## config.mk

```make
export PLATFORM = sky130hd
export DESIGN_NAME = uart_cmd_responder_flat
export DESIGN_NICKNAME = d
export VERILOG_FILES = /design/src/rtl/uart_cmd_pkg.sv /design/src/rtl/uart_cmd_responder_if.sv /design/src/rtl/uart_rx_core.sv /design/src/rtl/uart_cmd_responder.sv /design/src/flat_wrapper.sv
export SDC_FILE = /design/constraint.sdc
export NUM_CORES = 1
export LEC_CHECK = 0
export ABC_AREA = 1
export BUFFER_PORTS_ARGS = -buffer_cell sky130_fd_sc_hd__buf_4
export CAP_MARGIN = 5
export CORE_ASPECT_RATIO = 1.75
export CORE_UTILIZATION = 40
export DETAILED_ROUTE_END_ITERATION = 8
export PLACE_DENSITY_LB_ADDON = 0.3
export REMOVE_ABC_BUFFERS = 1
export SLEW_MARGIN = 20
export SYNTH_ARGS = -nofsm -noshare
export SYNTH_HDL_FRONTEND = slang
export SYNTH_SLANG_ARGS = --single-unit
```

## constraint.sdc

```tcl
create_clock -name clk -period 3.5 [get_ports clk]
set_input_delay 0 -clock clk [delete_from_list [all_inputs] [get_ports clk]]
set_output_delay 0 -clock clk [all_outputs]
set_load 0.02 [all_outputs]
```

## src/rtl/uart_cmd_pkg.sv

```systemverilog
// ---------------------------------------------------------------------------
// uart_cmd_pkg
// Shared types and constants for the UART command responder.
//   - rx_state_t / tx_state_t / asm_state_t : FSM encodings
//   - dbg_t        : packed snapshot of every FSM state, exported by the top
//   - CMD_W, BYTE_W, FRAME_BITS, DEF_BAUD_DIV
// ---------------------------------------------------------------------------
package uart_cmd_pkg;

  localparam int CMD_W        = 16;
  localparam int BYTE_W       = 8;
  localparam int FRAME_BITS   = 10;
  localparam int DEF_BAUD_DIV = 5208;  // 100 MHz / 19200 baud

  typedef enum logic [1:0] {
    RX_IDLE,
    RX_START,
    RX_DATA,
    RX_STOP
  } rx_state_t;

  typedef enum logic {
    TX_IDLE,
    TX_XMIT
  } tx_state_t;

  typedef enum logic {
    ASM_WAIT_HI,
    ASM_WAIT_LO
  } asm_state_t;

  typedef struct packed {
    rx_state_t  rx_state;
    tx_state_t  tx_state;
    asm_state_t asm_state;
  } dbg_t;

endpackage

```

## src/rtl/uart_cmd_responder_if.sv

```systemverilog
// ---------------------------------------------------------------------------
// uart_cmd_responder_if
// Command/response link between the UART responder and the command processor.
//   cmd         : assembled command {high byte, low byte}
//   cmd_rdy     : level, a new command is valid on cmd
//   clr_cmd_rdy : pulse, consumer has taken cmd
//   resp        : response byte to transmit
//   trmt        : pulse, start transmitting resp
//   tx_done     : level, last response frame has completed
//
// Handshake: cmd_rdy stays high until clr_cmd_rdy (or a new command starts);
// cmd is stable while cmd_rdy is high. trmt is honoured only while the
// transmitter is idle, tx_done drops on an accepted trmt and rises when the
// stop bit has been fully sent.
// ---------------------------------------------------------------------------
interface uart_cmd_responder_if;
  import uart_cmd_pkg::*;

  logic [CMD_W-1:0]  cmd;
  logic              cmd_rdy;
  logic              clr_cmd_rdy;
  logic [BYTE_W-1:0] resp;
  logic              trmt;
  logic              tx_done;

  // Responder side
  modport slave (
    output cmd, cmd_rdy, tx_done,
    input  clr_cmd_rdy, resp, trmt
  );

  // Command processor side
  modport master (
    input  cmd, cmd_rdy, tx_done,
    output clr_cmd_rdy, resp, trmt
  );

endinterface

```

## src/rtl/uart_rx_core.sv

```systemverilog
// ---------------------------------------------------------------------------
// uart_rx_core
// Two-flop RX synchronizer plus the 8N1 receive bit engine.
// Ports:
//   clk, rst     : clock, synchronous active-high reset
//   rx           : asynchronous serial input, idle high
//   rx_byte      : last received byte (valid while rx_byte_vld is high)
//   rx_byte_vld  : 1-cycle pulse, good byte received
//   rx_frm_err   : 1-cycle pulse, stop bit sampled as 0, byte discarded
//   start_det    : 1-cycle pulse, falling edge accepted as a start bit
//   rx_state     : current engine state (debug)
// ---------------------------------------------------------------------------
module uart_rx_core
  import uart_cmd_pkg::*;
#(
  parameter int BAUD_DIV = DEF_BAUD_DIV
) (
  input  logic              clk,
  input  logic              rst,
  input  logic              rx,
  output logic [BYTE_W-1:0] rx_byte,
  output logic              rx_byte_vld,
  output logic              rx_frm_err,
  output logic              start_det,
  output rx_state_t         rx_state
);

  localparam int CNT_W = $clog2(BAUD_DIV + 1);
  localparam logic [CNT_W-1:0] FULL_BIT = CNT_W'(BAUD_DIV - 1);
  localparam logic [CNT_W-1:0] HALF_BIT = CNT_W'(BAUD_DIV / 2 - 1);

  logic              rx_ff1_q, rx_ff2_q, rx_prev_q;
  rx_state_t         state_q, state_d;
  logic [CNT_W-1:0]  cnt_q, cnt_d;
  logic [3:0]        bit_q, bit_d;
  logic [BYTE_W-1:0] shift_q, shift_d;

  logic rx_sync;
  logic rx_fall;

  // Synchronizer and edge-detect flops reset to the idle line level so a
  // reset never fabricates a start edge.
  always_ff @(posedge clk) begin
    if (rst) begin
      rx_ff1_q  <= 1'b1;
      rx_ff2_q  <= 1'b1;
      rx_prev_q <= 1'b1;
    end else begin
      rx_ff1_q  <= rx;
      rx_ff2_q  <= rx_ff1_q;
      rx_prev_q <= rx_ff2_q;
    end
  end

  assign rx_sync = rx_ff2_q;
  assign rx_fall = rx_prev_q & ~rx_ff2_q;

  always_ff @(posedge clk) begin
    if (rst) begin
      state_q <= RX_IDLE;
      cnt_q   <= '0;
      bit_q   <= '0;
      shift_q <= '0;
    end else begin
      state_q <= state_d;
      cnt_q   <= cnt_d;
      bit_q   <= bit_d;
      shift_q <= shift_d;
    end
  end

  always_comb begin
    state_d     = state_q;
    cnt_d       = cnt_q;
    bit_d       = bit_q;
    shift_d     = shift_q;
    rx_byte_vld = 1'b0;
    rx_frm_err  = 1'b0;
    start_det   = 1'b0;
    case (state_q)
      RX_IDLE: begin
        if (rx_fall) begin
          start_det = 1'b1;
          state_d   = RX_START;
          cnt_d     = HALF_BIT;
        end
      end
      RX_START: begin
        // Mid-start-bit re-check rejects glitches shorter than half a bit.
        if (cnt_q == '0) begin
          if (rx_sync) begin
            state_d = RX_IDLE;
          end else begin
            state_d = RX_DATA;
            cnt_d   = FULL_BIT;
            bit_d   = '0;
          end
        end else begin
          cnt_d = cnt_q - CNT_W'(1);
        end
      end
      RX_DATA: begin
        if (cnt_q == '0) begin
          shift_d = {rx_sync, shift_q[BYTE_W-1:1]};  // LSB arrives first
          cnt_d   = FULL_BIT;
          bit_d   = bit_q + 4'd1;
          if (bit_q == 4'(BYTE_W - 1)) begin
            state_d = RX_STOP;
          end
        end else begin
          cnt_d = cnt_q - CNT_W'(1);
        end
      end
      RX_STOP: begin
        // Return to IDLE at mid-stop so a back-to-back start edge is caught.
        if (cnt_q == '0) begin
          state_d = RX_IDLE;
          if (rx_sync) begin
            rx_byte_vld = 1'b1;
          end else begin
            rx_frm_err = 1'b1;
          end
        end else begin
          cnt_d = cnt_q - CNT_W'(1);
        end
      end
      default: state_d = RX_IDLE;
    endcase
  end

  assign rx_byte  = shift_q;
  assign rx_state = state_q;

endmodule

```

## src/rtl/uart_cmd_responder.sv

```systemverilog
// ---------------------------------------------------------------------------
// uart_cmd_responder
// Knight-side endpoint of the remote command link: assembles two received
// bytes (high first) into a 16-bit command and transmits an 8-bit response.
// Ports:
//   clk, rst : clock, synchronous active-high reset
//   RX       : serial input from remote, idle high
//   TX       : serial output to remote, idle high
//   cmd_if   : command/response handshake (slave modport)
//   dbg      : snapshot of RX, TX and assembler FSM states
// Build option:
//   CMD_TIMEOUT_EN : when defined, a half-received command is dropped if the
//                    low byte does not start within TIMEOUT_CYC cycles.
// ---------------------------------------------------------------------------
module uart_cmd_responder
  import uart_cmd_pkg::*;
#(
  parameter int BAUD_DIV = DEF_BAUD_DIV
`ifdef CMD_TIMEOUT_EN
  ,
  parameter int TIMEOUT_CYC = 30 * BAUD_DIV
`endif
) (
  input  logic                 clk,
  input  logic                 rst,
  input  logic                 RX,
  output logic                 TX,
  uart_cmd_responder_if.slave  cmd_if,
  output dbg_t                 dbg
);

  localparam int CNT_W = $clog2(BAUD_DIV + 1);
  localparam logic [CNT_W-1:0] FULL_BIT = CNT_W'(BAUD_DIV - 1);

  // ---------------- receive path ----------------
  logic [BYTE_W-1:0] rx_byte;
  logic              rx_byte_vld;
  logic              rx_frm_err;
  logic              start_det;
  rx_state_t         rx_state;

  uart_rx_core #(.BAUD_DIV(BAUD_DIV)) u_rx (
    .clk         (clk),
    .rst         (rst),
    .rx          (RX),
    .rx_byte     (rx_byte),
    .rx_byte_vld (rx_byte_vld),
    .rx_frm_err  (rx_frm_err),
    .start_det   (start_det),
    .rx_state    (rx_state)
  );

  // ---------------- command assembler ----------------
  asm_state_t        asm_state_q, asm_state_d;
  logic [BYTE_W-1:0] hi_q, hi_d;
  logic [CMD_W-1:0]  cmd_q, cmd_d;
  logic              cmd_rdy_q, cmd_rdy_d;
  logic              rdy_set, rdy_clr;

`ifdef CMD_TIMEOUT_EN
  localparam int TO_W = $clog2(TIMEOUT_CYC + 1);
  logic [TO_W-1:0] to_cnt_q, to_cnt_d;

  always_ff @(posedge clk) begin
    if (rst) to_cnt_q <= '0;
    else     to_cnt_q <= to_cnt_d;
  end
`endif

  always_ff @(posedge clk) begin
    if (rst) begin
      asm_state_q <= ASM_WAIT_HI;
      hi_q        <= '0;
      cmd_q       <= '0;
      cmd_rdy_q   <= 1'b0;
    end else begin
      asm_state_q <= asm_state_d;
      hi_q        <= hi_d;
      cmd_q       <= cmd_d;
      cmd_rdy_q   <= cmd_rdy_d;
    end
  end

  always_comb begin
    asm_state_d = asm_state_q;
    hi_d        = hi_q;
    cmd_d       = cmd_q;
    rdy_set     = 1'b0;
`ifdef CMD_TIMEOUT_EN
    to_cnt_d    = to_cnt_q;
`endif
    case (asm_state_q)
      ASM_WAIT_HI: begin
        if (rx_byte_vld) begin
          hi_d        = rx_byte;
          asm_state_d = ASM_WAIT_LO;
`ifdef CMD_TIMEOUT_EN
          to_cnt_d    = '0;
`endif
        end
      end
      ASM_WAIT_LO: begin
        if (rx_byte_vld) begin
          cmd_d       = {hi_q, rx_byte};
          rdy_set     = 1'b1;
          asm_state_d = ASM_WAIT_HI;
        end else if (rx_frm_err) begin
          // hi_q is left as is; the next good byte overwrites it.
          asm_state_d = ASM_WAIT_HI;
        end
`ifdef CMD_TIMEOUT_EN
        else if (start_det) begin
          to_cnt_d = '0;
        end else if (to_cnt_q == TO_W'(TIMEOUT_CYC)) begin
          asm_state_d = ASM_WAIT_HI;
        end else begin
          to_cnt_d = to_cnt_q + TO_W'(1);
        end
`endif
      end
      default: asm_state_d = ASM_WAIT_HI;
    endcase

    // A start bit seen while waiting for a high byte means a new command is
    // under way, so the previous one is withdrawn. Set has priority.
    rdy_clr   = cmd_if.clr_cmd_rdy | (start_det & (asm_state_q == ASM_WAIT_HI));
    cmd_rdy_d = rdy_set | (cmd_rdy_q & ~rdy_clr);
  end

  assign cmd_if.cmd     = cmd_q;
  assign cmd_if.cmd_rdy = cmd_rdy_q;

  // ---------------- transmit engine ----------------
  tx_state_t                tx_state_q, tx_state_d;
  logic [FRAME_BITS-1:0]    tx_shift_q, tx_shift_d;
  logic [CNT_W-1:0]         tx_cnt_q, tx_cnt_d;
  logic [3:0]               tx_bit_q, tx_bit_d;
  logic                     tx_q, tx_d;
  logic                     tx_done_q, tx_done_d;

  always_ff @(posedge clk) begin
    if (rst) begin
      tx_state_q <= TX_IDLE;
      tx_shift_q <= '1;
      tx_cnt_q   <= '0;
      tx_bit_q   <= '0;
      tx_q       <= 1'b1;
      tx_done_q  <= 1'b0;
    end else begin
      tx_state_q <= tx_state_d;
      tx_shift_q <= tx_shift_d;
      tx_cnt_q   <= tx_cnt_d;
      tx_bit_q   <= tx_bit_d;
      tx_q       <= tx_d;
      tx_done_q  <= tx_done_d;
    end
  end

  // TX is a registered copy of the bit currently on the wire; shifter bit 0
  // is the bit being sent, so the next bit is always tx_shift_q[1].
  always_comb begin
    tx_state_d = tx_state_q;
    tx_shift_d = tx_shift_q;
    tx_cnt_d   = tx_cnt_q;
    tx_bit_d   = tx_bit_q;
    tx_d       = tx_q;
    tx_done_d  = tx_done_q;
    case (tx_state_q)
      TX_IDLE: begin
        tx_d = 1'b1;
        if (cmd_if.trmt) begin
          tx_shift_d = {1'b1, cmd_if.resp, 1'b0};
          tx_cnt_d   = FULL_BIT;
          tx_bit_d   = '0;
          tx_d       = 1'b0;
          tx_done_d  = 1'b0;
          tx_state_d = TX_XMIT;
        end
      end
      TX_XMIT: begin
        if (tx_cnt_q == '0) begin
          if (tx_bit_q == 4'(FRAME_BITS - 1)) begin
            tx_d       = 1'b1;
            tx_done_d  = 1'b1;
            tx_state_d = TX_IDLE;
          end else begin
            tx_shift_d = {1'b1, tx_shift_q[FRAME_BITS-1:1]};
            tx_d       = tx_shift_q[1];
            tx_bit_d   = tx_bit_q + 4'd1;
            tx_cnt_d   = FULL_BIT;
          end
        end else begin
          tx_cnt_d = tx_cnt_q - CNT_W'(1);
        end
      end
      default: tx_state_d = TX_IDLE;
    endcase
  end

  assign TX             = tx_q;
  assign cmd_if.tx_done = tx_done_q;

  assign dbg.rx_state  = rx_state;
  assign dbg.tx_state  = tx_state_q;
  assign dbg.asm_state = asm_state_q;

endmodule
```

## src/flat_wrapper.sv

```systemverilog
// flat-port wrapper written by rule: the top's interface ports become plain ports
module uart_cmd_responder_flat import uart_cmd_pkg::*;
#(
  parameter int BAUD_DIV = DEF_BAUD_DIV

)
  (clk, rst, RX, TX, dbg, cmd_if_cmd, cmd_if_cmd_rdy, cmd_if_tx_done, cmd_if_clr_cmd_rdy, cmd_if_resp, cmd_if_trmt);
  uart_cmd_responder_if cmd_if_i ();
  input  logic clk;
  input  logic rst;
  input  logic RX;
  output logic TX;
  output dbg_t dbg;
  output wire logic [$bits(cmd_if_i.cmd)-1:0] cmd_if_cmd;
  output wire logic [$bits(cmd_if_i.cmd_rdy)-1:0] cmd_if_cmd_rdy;
  output wire logic [$bits(cmd_if_i.tx_done)-1:0] cmd_if_tx_done;
  input wire logic [$bits(cmd_if_i.clr_cmd_rdy)-1:0] cmd_if_clr_cmd_rdy;
  input wire logic [$bits(cmd_if_i.resp)-1:0] cmd_if_resp;
  input wire logic [$bits(cmd_if_i.trmt)-1:0] cmd_if_trmt;
  assign cmd_if_cmd = cmd_if_i.cmd;
  assign cmd_if_cmd_rdy = cmd_if_i.cmd_rdy;
  assign cmd_if_tx_done = cmd_if_i.tx_done;
  assign cmd_if_i.clr_cmd_rdy = cmd_if_clr_cmd_rdy;
  assign cmd_if_i.resp = cmd_if_resp;
  assign cmd_if_i.trmt = cmd_if_trmt;
  uart_cmd_responder #(.BAUD_DIV(BAUD_DIV)) u_core (.clk(clk), .rst(rst), .RX(RX), .TX(TX), .cmd_if(cmd_if_i), .dbg(dbg));
endmodule
```

==> impl_metrics.py, run 1 <==
metrics = {
    "power_and_ir_drop": {
        "ir_drop_mv": 0.328,
        "p_leak_nw": 2.11,
        "powerDensity_nw_per_um2": 682,
    },
    "clock_tree": {
        "cts_buffer_depth": 2,
        "root_buffer": "clkbuf_16",
        "insertion_delay_ps": 340,
        "clkSlewWorstSetupHoldPaths_ps": 60,
        "cts_tree": "built",
        "cts_hold_buffers": 6,
        "cts_num_sinks": 84,
        "cts_setup_buffers": 0,
        "numCtsBuffers": 9,
        "cts_resized": 0,
        "htreeDepth": 3,
    },
    "synth": {
        "synth.distinct_cells": 37,
        "synth-edff-count": 0,
        "synthFlopType": "dfxtp_1",
        "syn_area_per_cell_um2": 7.51,
        "seq_area_frac_synth_pct": 41.4,
        "syn_area_um2": 4060,
        "ys_seq_elements": 84,
        "synthCells": 541,
        "synthArstFlopShare_pct": 0,
        "ys_warn_count": 0,
    },
    "timing": {
        "rsz0062_at_grt": "no",
        "maxSlewViolCount": 0,
        "min_period_over_period_pct": 56.7,
        "setup_viol_count_final": 0,
        "tns_ps": 0,
        "max_freq_mhz": 504,
        "finClkSkew_ps": 7.99,
        "worst_pin_slew_ps": 601,
        "fin_crit_ps": 1980,
        "max_slew_margin_pct": 59.9,
        "final-hold-violation-count": 0,
    },
    "die": {
        "fp.dieW_um": 78.2,
        "start_util_pct": 41.2,
        "pin_count": 36,
        "fp-row-count": 48,
        "die_y_um": 135,
        "die_area_um2": 10600,
        "core_um2": 9850,
    },
    "critical_path": {
        "r2r_slack_ps": 1520,
        "worstPathMaxFanout": 16,
        "path_class": "flop to flop",
        "r2r-end": "u_core.tx_cnt_q[1]$_SDFFE_PP0P_",
        "setup.worst_path.end_class": "flop",
        "worst_setup_path_start_kind": "flop",
        "arrival_ps": 2200,
        "r2r-start": "u_core.tx_state_q$_SDFF_PP0_",
        "worst-endpoint-required_ps": 3720,
        "reg2regPathDepth": 8,
    },
    "finish": {
        "syn_to_final_growth_pct": 16.7,
        "fillers": 980,
        "final_common_cell": "dfxtp_1",
        "drive_above_1_share_pct": 15.5,
        "utilization_pct": 48.1,
        "nets": 599,
        "final_cells": 705,
        "layout_common_cells": "dfxtp_1 (84), nand2_1 (83), nor2_1 (78), o21ai_0 (53), inv_1 (49)",
        "diodes": 0,
    },
    "grt": {
        "first_global_vias": 3449,
        "grt_pass1_wl_um": 15100,
        "grt-ovfl-total": 0,
        "grt_usage_pct": 18.2,
        "antenna_found_initial": 0,
        "grt_start_max_net_pins": 55,
    },
    "worst_hold_path": {
        "hp-start": "cmd_if_resp[2]",
        "min_path_type": "input port to flop",
        "min_to": "u_core.tx_shift_q[3]$_SDFFE_PP1P_",
        "min_path_cells": 3,
    },
    "route": {
        "antenna_left": 0,
        "drt_iter0_drc": 142,
        "drt-wirelength-per-cell_um": 12.9,
        "wirelength_um": 9080,
        "dr.pass1.iters": 4,
        "drc": 0,
        "detail_route.vias_per_cell": 5.08,
        "vias": 3584,
    },
    "place": {
        "place.gp.congestion": 0.885,
        "portBuffers": 35,
        "dpl.hpwl_um": 6570,
        "dp.cells": 683,
    },
    "run_status": {
        "outcome": "finished, final reports clean",
    },
    "job": {
        "drv_cap": 0,
    },
}
## where the power goes
group / switching, mW / total [mW] / internal [mW]
registers: 0.0983 / 1.15 / 1.05
clock network: 0.406 / 0.970 / 0.564
logic: 0.735 / 1.11 / 0.374
## stage by stage
stage | total power, mW | cell area [µm²] | setup WS (ps) | hold WS, ps
3_3_place_gp | 2.25 | 4370 | 1600 | 185
4_1_cts | 3.25 | 4740 | 1510 | 0.634
6_report | 3.23 | 4740 | 1520 | 8.12
3_5_place_dp | 2.27 | 4370 | 1530 | 188
5_1_grt | 3.45 | 4740 | 1330 | 16.2
2_1_floorplan | 2.00 | 3950 | 1740 | 69.1
## how the worst max path moves through the flow
stage | startpoint | end | depth (start not counted)
2_1_floorplan | u_core.tx_state_q$_SDFF_PP0_ | u_core.tx_bit_q[1]$_SDFFE_PP0P_ | 9
3_3_place_gp | u_core.tx_state_q$_SDFF_PP0_ | u_core.tx_bit_q[1]$_SDFFE_PP0P_ | 9
3_5_place_dp | u_core.tx_state_q$_SDFF_PP0_ | u_core.tx_cnt_q[9]$_SDFFE_PP0P_ | 9
4_1_cts | u_core.tx_state_q$_SDFF_PP0_ | u_core.tx_bit_q[1]$_SDFFE_PP0P_ | 9
5_1_grt | u_core.tx_state_q$_SDFF_PP0_ | u_core.tx_cnt_q[8]$_SDFFE_PP0P_ | 9
6_report | u_core.tx_state_q$_SDFF_PP0_ | u_core.tx_cnt_q[1]$_SDFFE_PP0P_ | 8
## registers in the layout (all words and copies together) (netlist names), named ones only
name	count
u_core.TX	1
u_core.asm_state_q	1
u_core.cmd_if.cmd	16
u_core.cmd_if.cmd_rdy	1
u_core.cmd_if.tx_done	1
u_core.hi_q	8
u_core.tx_bit_q	4
u_core.tx_cnt_q	13
u_core.tx_shift_q	8
u_core.tx_state_q	1
u_core.u_rx.bit_q	4
u_core.u_rx.cnt_q	13
u_core.u_rx.rx_byte	8
u_core.u_rx.rx_ff1_q	1
u_core.u_rx.rx_ff2_q	1
u_core.u_rx.rx_prev_q	1
u_core.u_rx.rx_state	1
## cells by family after synthesis
| family | count (synthesis) | synth area share (%) |
|---|---|---|
| flops | 84 | 41.4 |
| compound gates | 128 | 17.3 |
| simple gates | 229 | 26.5 |
| buf+inv | 74 | 8.16 |
| fa+ha+maj | 11 | 3.39 |
| xor+xnor | 15 | 3.23 |
## critical path: stages, from the launching register on
cell and delay (ps):
dfxtp_1 700, inv_2 220, nand2_2 140, a21boi_2 200
nand2_2 210, inv_2 180, nor2_1 60, nand2_1 80
o31ai_1 70
## synthesized netlist by cell type (2+ instances only)
library cell	count	share of area, %
ha_1	11	3.4
nand3b_1	3	0.55
dfxtp_1	84	41
nand4_1	7	1.1
a21oi_1	48	5.9
buf_4	2	0.37
nand2_2	4	0.62
a21oi_2	6	1.3
o21ai_0	53	6.5
nand2_1	83	7.7
clkbuf_1	10	0.92
nand2_4	3	0.83
xnor2_1	3	0.65
nor2_8	2	0.99
o211ai_1	7	1.3
nor2_1	78	7.2
buf_2	2	0.25
buf_6	4	1.1
nor3_1	7	0.86
nor2_4	5	1.4
o21ai_1	8	0.99
inv_2	6	0.55
xor2_1	12	2.6
or2_2	8	1.2
inv_1	49	4.5
nand3_1	25	3.1
## metal layers
metal  global-route usage, %  routed length [µm]
met3                    3.84                 251
met5                       0                   0
met2                    33.5                4910
met1                    18.5                3580
met4                    10.8                 337
## area by class of cell
cell class | instances | area (µm²) | area share [%]
inverters | 56 | 224 | 4.73
well taps | 125 | 156 | 3.30
clock buffers | 9 | 225 | 4.75
flip-flops and latches | 84 | 1680 | 35.5
multi-input cells | 383 | 2050 | 43.2
clock inverters | 7 | 81.3 | 1.72
repair buffers | 41 | 323 | 6.81
(Power assumes the default switching activity.)
==> run 2: changes to the inputs <==
- clock period: 3.5 -> 1.7 ns (I/O delays scaled with it)
==> impl_metrics.py, run 2 (synthesized netlist as in run 1, its figures left out) <==
metrics = {
    "clock_tree": {
        "cts_tree": "built",
        "htreeDepth": 3,
        "numCtsBuffers": 9,
        "cts_num_sinks": 84,
        "root_buffer": "clkbuf_16",
        "insertion_delay_ps": 340,
        "cts_buffer_depth": 2,
        "clkSlewWorstSetupHoldPaths_ps": 70,
    },
    "route": {
        "drt-wirelength-per-cell_um": 13.1,
        "dr.pass1.iters": 4,
        "detail_route.vias_per_cell": 5.03,
        "drc": 0,
        "vias": 3760,
        "drt_iter0_drc": 174,
        "wirelength_um": 9800,
        "antenna_left": 0,
    },
    "timing": {
        "hold_slack_ps": 54.3,
        "max_slew_margin_pct": 76.7,
        "maxSlewViolCount": 0,
        "tns_ps": 0,
        "max_freq_mhz": 613,
        "rsz0062_at_grt": "yes",
        "final-hold-violation-count": 0,
        "min_period_over_period_pct": 96.0,
        "fin_crit_ps": 1630,
        "setup_viol_count_final": 0,
        "finClkSkew_ps": 11.1,
        "worst_pin_slew_ps": 346,
    },
    "place": {
        "portBuffers": 35,
        "dpl.hpwl_um": 6560,
        "place_area_um2": 4560,
        "place.gp.congestion": 0.836,
    },
    "power_and_ir_drop": {
        "powerDensity_nw_per_um2": 1400,
        "internal-power_mw": 4.53,
        "p_sw_share_pct": 38.0,
        "comb_power_share_pct": 40.1,
        "ir_drop_mv": 0.654,
        "p_clk_share_pct": 27.6,
        "p_leak_nw": 2.34,
        "pwr-share-seq_pct": 32.3,
        "p_sw_mw": 2.78,
    },
    "grt": {
        "met1_usage_pct": 20.2,
        "antenna_found_initial": 0,
        "grt_start_max_net_pins": 55,
        "grt_pass1_wl_um": 15900,
        "grt_usage_pct": 19.1,
        "met3_usage_pct": 3.10,
        "top_usage_layer": "met2",
        "grt-ovfl-total": 0,
        "grt_util_met2_pct": 35.3,
        "first_global_vias": 3608,
    },
    "finish": {
        "final_common_cell": "dfxtp_1",
        "diodes": 0,
        "layout_common_cells": "dfxtp_1 (80), nand2_1 (79), nor2_1 (76), buf_4 (65), o21ai_0 (47)",
        "drive_above_1_share_pct": 24.0,
        "multi_input_area_um2": 2120,
        "largest_register_ffs": 16,
        "seqCellArea_um2": 1690,
        "stdcell_area_um2": 5230,
        "nets": 641,
        "syn_to_final_growth_pct": 28.7,
        "fillers": 959,
        "utilization_pct": 53.0,
    },
    "critical_path": {
        "worstPathMaxFanout": 9,
        "path_cells": "inv_2, ha_4, nand2_2, nor2_4, nand4_4, nor2_8, inv_2, nor2_1, nor2_1",
        "r2r-start": "u_core.u_rx.cnt_q[0]$_SDFFE_PP0P_",
        "worst_setup_path_start_kind": "flop",
        "worst-endpoint-required_ps": 1930,
        "slowest_stage": "dfxtp_2",
        "r2r-end": "u_core.cmd_if.cmd[9]$_SDFFE_PP0P_",
        "crit_start": "u_core.u_rx.cnt_q[0]$_SDFFE_PP0P_",
        "critPathMaxStageDelay_ps": 320,
        "arrival_ps": 1870,
        "r2r_slack_ps": 70,
        "crit_end": "u_core.cmd_if.cmd[9]$_SDFFE_PP0P_",
        "cp.depth": 9,
        "path_buf_inv": 2,
        "reg2regPathDepth": 9,
        "setup.worst_path.end_class": "flop",
        "crit_family": "simple AND/OR/NAND/NOR gates",
        "path_class": "flop to flop",
    },
    "worst_hold_path": {
        "min_path_cells": 2,
        "min_path_type": "input port to flop",
        "hp-start": "rst",
    },
    "run_status": {
        "outcome": "finished, final reports clean",
    },
    "die": {
        "pin_count": 36,
        "start_util_pct": 41.2,
        "fp.dieW_um": 78.2,
        "fp-row-count": 48,
        "die_area_um2": 10600,
        "die_y_um": 135,
        "core_um2": 9850,
    },
    "job": {
        "drv_cap": 0,
    },
}
==> run 2: cell count changes in the layout (fill, tap and decap cells not counted), moves of 3 or more <==
| cell | before | now |
|---|---|---|
| dfxtp_2 | 0 | 4 |
| dlygate4sd3_1 | 6 | 11 |
| inv_1 | 49 | 44 |
| dfxtp_1 | 84 | 80 |
| buf_4 | 35 | 65 |
| o21ai_1 | 8 | 12 |
| nand2_1 | 83 | 79 |
| inv_2 | 6 | 9 |
| o21ai_0 | 53 | 47 |
==> run 2: cell type report <==
type / count / area share, %
Clock buffer: 9 / 4.31
Clock inverter: 7 / 1.60
Inverter: 56 / 4.41
Multi-Input combinational cell: 383 / 40.7
Sequential cell: 84 / 32.3
Tap cell: 125 / 2.99
Timing Repair Buffer: 82 / 13.6
Timing Repair inverter: 1 / 0.144
==> run 2: worst min-delay path by stage <==
stage,end,slack (ps)
after global placement,u_core.u_rx.rx_ff1_q$_SDFF_PP1_,190
after global routing,u_core.u_rx.cnt_q[10]$_SDFFE_PP0P_,70
final,u_core.u_rx.cnt_q[2]$_SDFFE_PP0P_,50
after detailed placement,u_core.u_rx.rx_ff1_q$_SDFF_PP1_,190
after CTS,u_core.u_rx.cnt_q[10]$_SDFFE_PP0P_,50
after floorplan,u_core.asm_state_q$_SDFF_PP0_,70
==> run 2: stage by stage <==
stage	power, mW	cells	setup slack [ps]
finish	7.32	747	68.3
global route	7.80	747	-52.7
CTS	6.91	732	4.42
detailed placement	4.84	705	-72.3
global placement	4.79	705	-58.9
floorplan	4.12	523	-64.5
==> run 2: power groups by stage <==
stage | logic [mW] | clock network, mW | registers (mW)
floorplan | 1.74 | 0 | 2.39
CTS | 2.48 | 2.08 | 2.35
global route | 3.25 | 2.16 | 2.39
global placement | 2.41 | 0 | 2.38
detailed placement | 2.45 | 0 | 2.39
finish | 2.94 | 2.02 | 2.36
==> run 2: timing repair <==
item                       CTS  global route
gates resized for setup      1            36
pin swaps                    1             8
hold buffers                11             0
setup endpoints to repair   10            58
setup buffers                0            12
hold endpoints to repair    11             0
cloned                       0             3
==> run 2: layer usage <==
layer / routed length [µm] / share of wire (%) / vias up
met5: 0 / 0 / -
met4: 293 / 3.0 / 0
met3: 198 / 2.0 / 21
met2: 5370 / 55 / 55
met1: 3940 / 40 / 1763
li1: - / - / 1921
==> run 3: changes to the inputs <==
- ABC_AREA: 1 -> unset
==> impl_metrics.py, run 3 <==
metrics = {
    "synth": {
        "netlist_top_cells_count": "dfxtp_1 (84), nand2_1 (61), a21oi_1 (53)",
        "synth.top_cells.by_area": "dfxtp_1 (43%), a21oi_1 (6.7%), nand2_1 (5.8%)",
        "synthFlopType": "dfxtp_1",
        "synth-edff-count": 0,
        "syn_area_um2": 3940,
        "synthCells": 470,
        "syn_area_per_cell_um2": 8.37,
        "ys_warn_count": 0,
        "seq_area_frac_synth_pct": 42.7,
        "synth_most_common_cell": "dfxtp_1",
        "synth_top_area_share_pct": 42.7,
        "ys_seq_elements": 84,
        "synthArstFlopShare_pct": 0,
        "yosysTopAreaCell": "dfxtp_1",
        "synth.distinct_cells": 62,
    },
    "grt": {
        "grt_start_max_net_pins": 91,
        "antenna_found_initial": 0,
        "grt-ovfl-total": 0,
        "grt_usage_pct": 22.6,
        "grt_pass1_wl_um": 18700,
        "first_global_vias": 4060,
    },
    "finish": {
        "utilization_pct": 68.8,
        "largest_register_ffs": 16,
        "layout_common_cells": "buf_4 (127), dfxtp_1 (74), nand2_1 (36), nor2_1 (31), a21oi_1 (30)",
        "final_common_cell": "buf_4",
        "syn_to_final_growth_pct": 66.6,
        "final_cells": 743,
        "diodes": 0,
        "drive_above_1_share_pct": 51.4,
        "nets": 640,
    },
    "die": {
        "start_util_pct": 41.3,
        "pin_count": 36,
        "core_um2": 9530,
        "fp-row-count": 47,
        "die_y_um": 133,
        "die_area_um2": 10300,
        "fp.dieW_um": 77.0,
    },
    "critical_path": {
        "path_class": "flop to flop",
        "setup.worst_path.end_class": "flop",
        "worstPathMaxFanout": 5,
        "arrival_ps": 2200,
        "crit_family": "compound AO/OA/AOI/OAI gates",
        "critPathMaxStageDelay_ps": 330,
        "crit_top_cell": "buf_4",
        "path_buf_inv": 3,
        "slowest_stage": "dfxtp_2",
        "worst-endpoint-required_ps": 1910,
        "worst_setup_path_start_kind": "flop",
        "path_cells": "inv_2, ha_4, nor4b_4, buf_4, nand3_4, o32ai_4, buf_4, a311o_1, o41ai_2",
    },
    "route": {
        "detail_route.vias_per_cell": 5.52,
        "drc": 0,
        "drt-wirelength-per-cell_um": 16.7,
        "dr.pass1.iters": 4,
        "drt_iter0_drc": 214,
        "vias": 4101,
        "wirelength_um": 12400,
        "antenna_left": 0,
    },
    "place": {
        "dpl.hpwl_um": 6840,
        "portBuffers": 35,
        "place.gp.congestion": 0.869,
        "dp.cells": 687,
    },
    "timing": {
        "finClkSkew_ps": 7.11,
        "fin_crit_ps": 1990,
        "worst_pin_slew_ps": 496,
        "setup_viol_count_final": 63,
        "max_freq_mhz": 501,
        "max_slew_margin_pct": 67.0,
        "maxSlewViolCount": 0,
        "rsz0062_at_grt": "yes",
        "final-hold-violation-count": 0,
        "min_period_over_period_pct": 117,
        "layout_setup_ws_ps": -294,
    },
    "worst_hold_path": {
        "min_path_type": "input port to flop",
    },
    "clock_tree": {
        "cts_num_sinks": 84,
        "htreeDepth": 3,
        "root_buffer": "clkbuf_16",
        "cts_tree": "built",
        "insertion_delay_ps": 340,
        "cts_buffer_depth": 2,
        "clkSlewWorstSetupHoldPaths_ps": 60,
        "numCtsBuffers": 9,
    },
    "run_status": {
        "violations": "setup timing",
        "outcome": "complete, but fails checks",
    },
    "power_and_ir_drop": {
        "ir_drop_mv": 0.658,
        "p_leak_nw": 2.51,
        "powerDensity_nw_per_um2": 1120,
    },
    "job": {
        "drv_cap": 0,
    },
}
[run 3: final timing paths]
kind                                     startpoint                                 to  slack, ps  cells past startpoint
hold / removal                          cmd_if_trmt  u_core.tx_shift_q[8]$_SDFFE_PP1P_         60                      4
setup reg to reg  u_core.u_rx.cnt_q[1]$_SDFFE_PP0P_                               flop       -290                      9
setup / recovery  u_core.u_rx.cnt_q[1]$_SDFFE_PP0P_                               flop       -290                      9
hold reg to reg     u_core.u_rx.rx_ff1_q$_SDFF_PP1_    u_core.u_rx.rx_ff2_q$_SDFF_PP1_        420                      1
[run 3: cell families after synthesis]
family,count (synthesis),synth area share [%]
flops,84,42.7
compound gates,127,20.9
xor+xnor,5,1.11
fa+ha+maj,11,3.50
mux,9,2.29
simple gates,188,24.5
buf+inv,46,4.90
[run 3: timing repair]
action / 4_1_cts / 5_1_grt
buffers inserted: 24 / 14
setup endpoints to repair: 76 / 78
pin swaps: 66 / 41
gates cloned: 3 / 1
hold buffers: 3 / 0
hold endpoints to repair: 3 / 0
gates resized for setup: 133 / 91
[run 3: report_power, final]
group | switching, mW | internal [mW] | total (mW) | leakage [nW]
clock network | 0.845 | 1.19 | 2.03 | 0.146
registers | 0.106 | 2.08 | 2.19 | 0.687
logic | 1.49 | 1.61 | 3.09 | 1.68
total | 2.44 | 4.88 | 7.31 | 2.51
[run 3: metal layers]
layer | up-vias | GRT usage [%] | share of wire [%]
li1 | 1978 | - | -
met1 | 2014 | 23.1 | 38
met2 | 76 | 42.6 | 57
met3 | 33 | 4.11 | 2.1
met4 | 0 | 12.3 | 3.0
met5 | - | 0 | 0
[run 3: area by class of cell]
| class | count | area, µm² |
|---|---|---|
| well taps | 122 | 153 |
| clock inverters | 5 | 60.1 |
| repair buffers | 165 | 1470 |
| flip-flops and latches | 84 | 1690 |
| clock buffers | 11 | 243 |
| fillers | 695 | 2970 |
| multi-input cells | 340 | 2880 |
| inverters | 16 | 62.6 |
[run 3: worst reg2reg max path, cell delays in order, from the launching register on]
cell	delay (ps)
dfxtp_2	330
inv_2	80
ha_4	130
nor4b_4	260
buf_4	200
nand3_4	140
o32ai_4	330
buf_4	160
a311o_1	160
o41ai_2	80
[run 3: per-stage QoR]
stage	hold WS (ps)	instance area, µm²	power [mW]	TNS, ps	worst slack [ps]
2_1_floorplan	69.1	3800	3.03	-32450	-1060
3_3_place_gp	188	4940	3.85	-13340	-390
3_5_place_dp	193	4940	3.88	-16020	-449
4_1_cts	31.6	6040	6.66	-4920	-186
5_1_grt	81.4	6560	7.59	-15090	-368
6_report	62.2	6560	7.31	-9370	-294
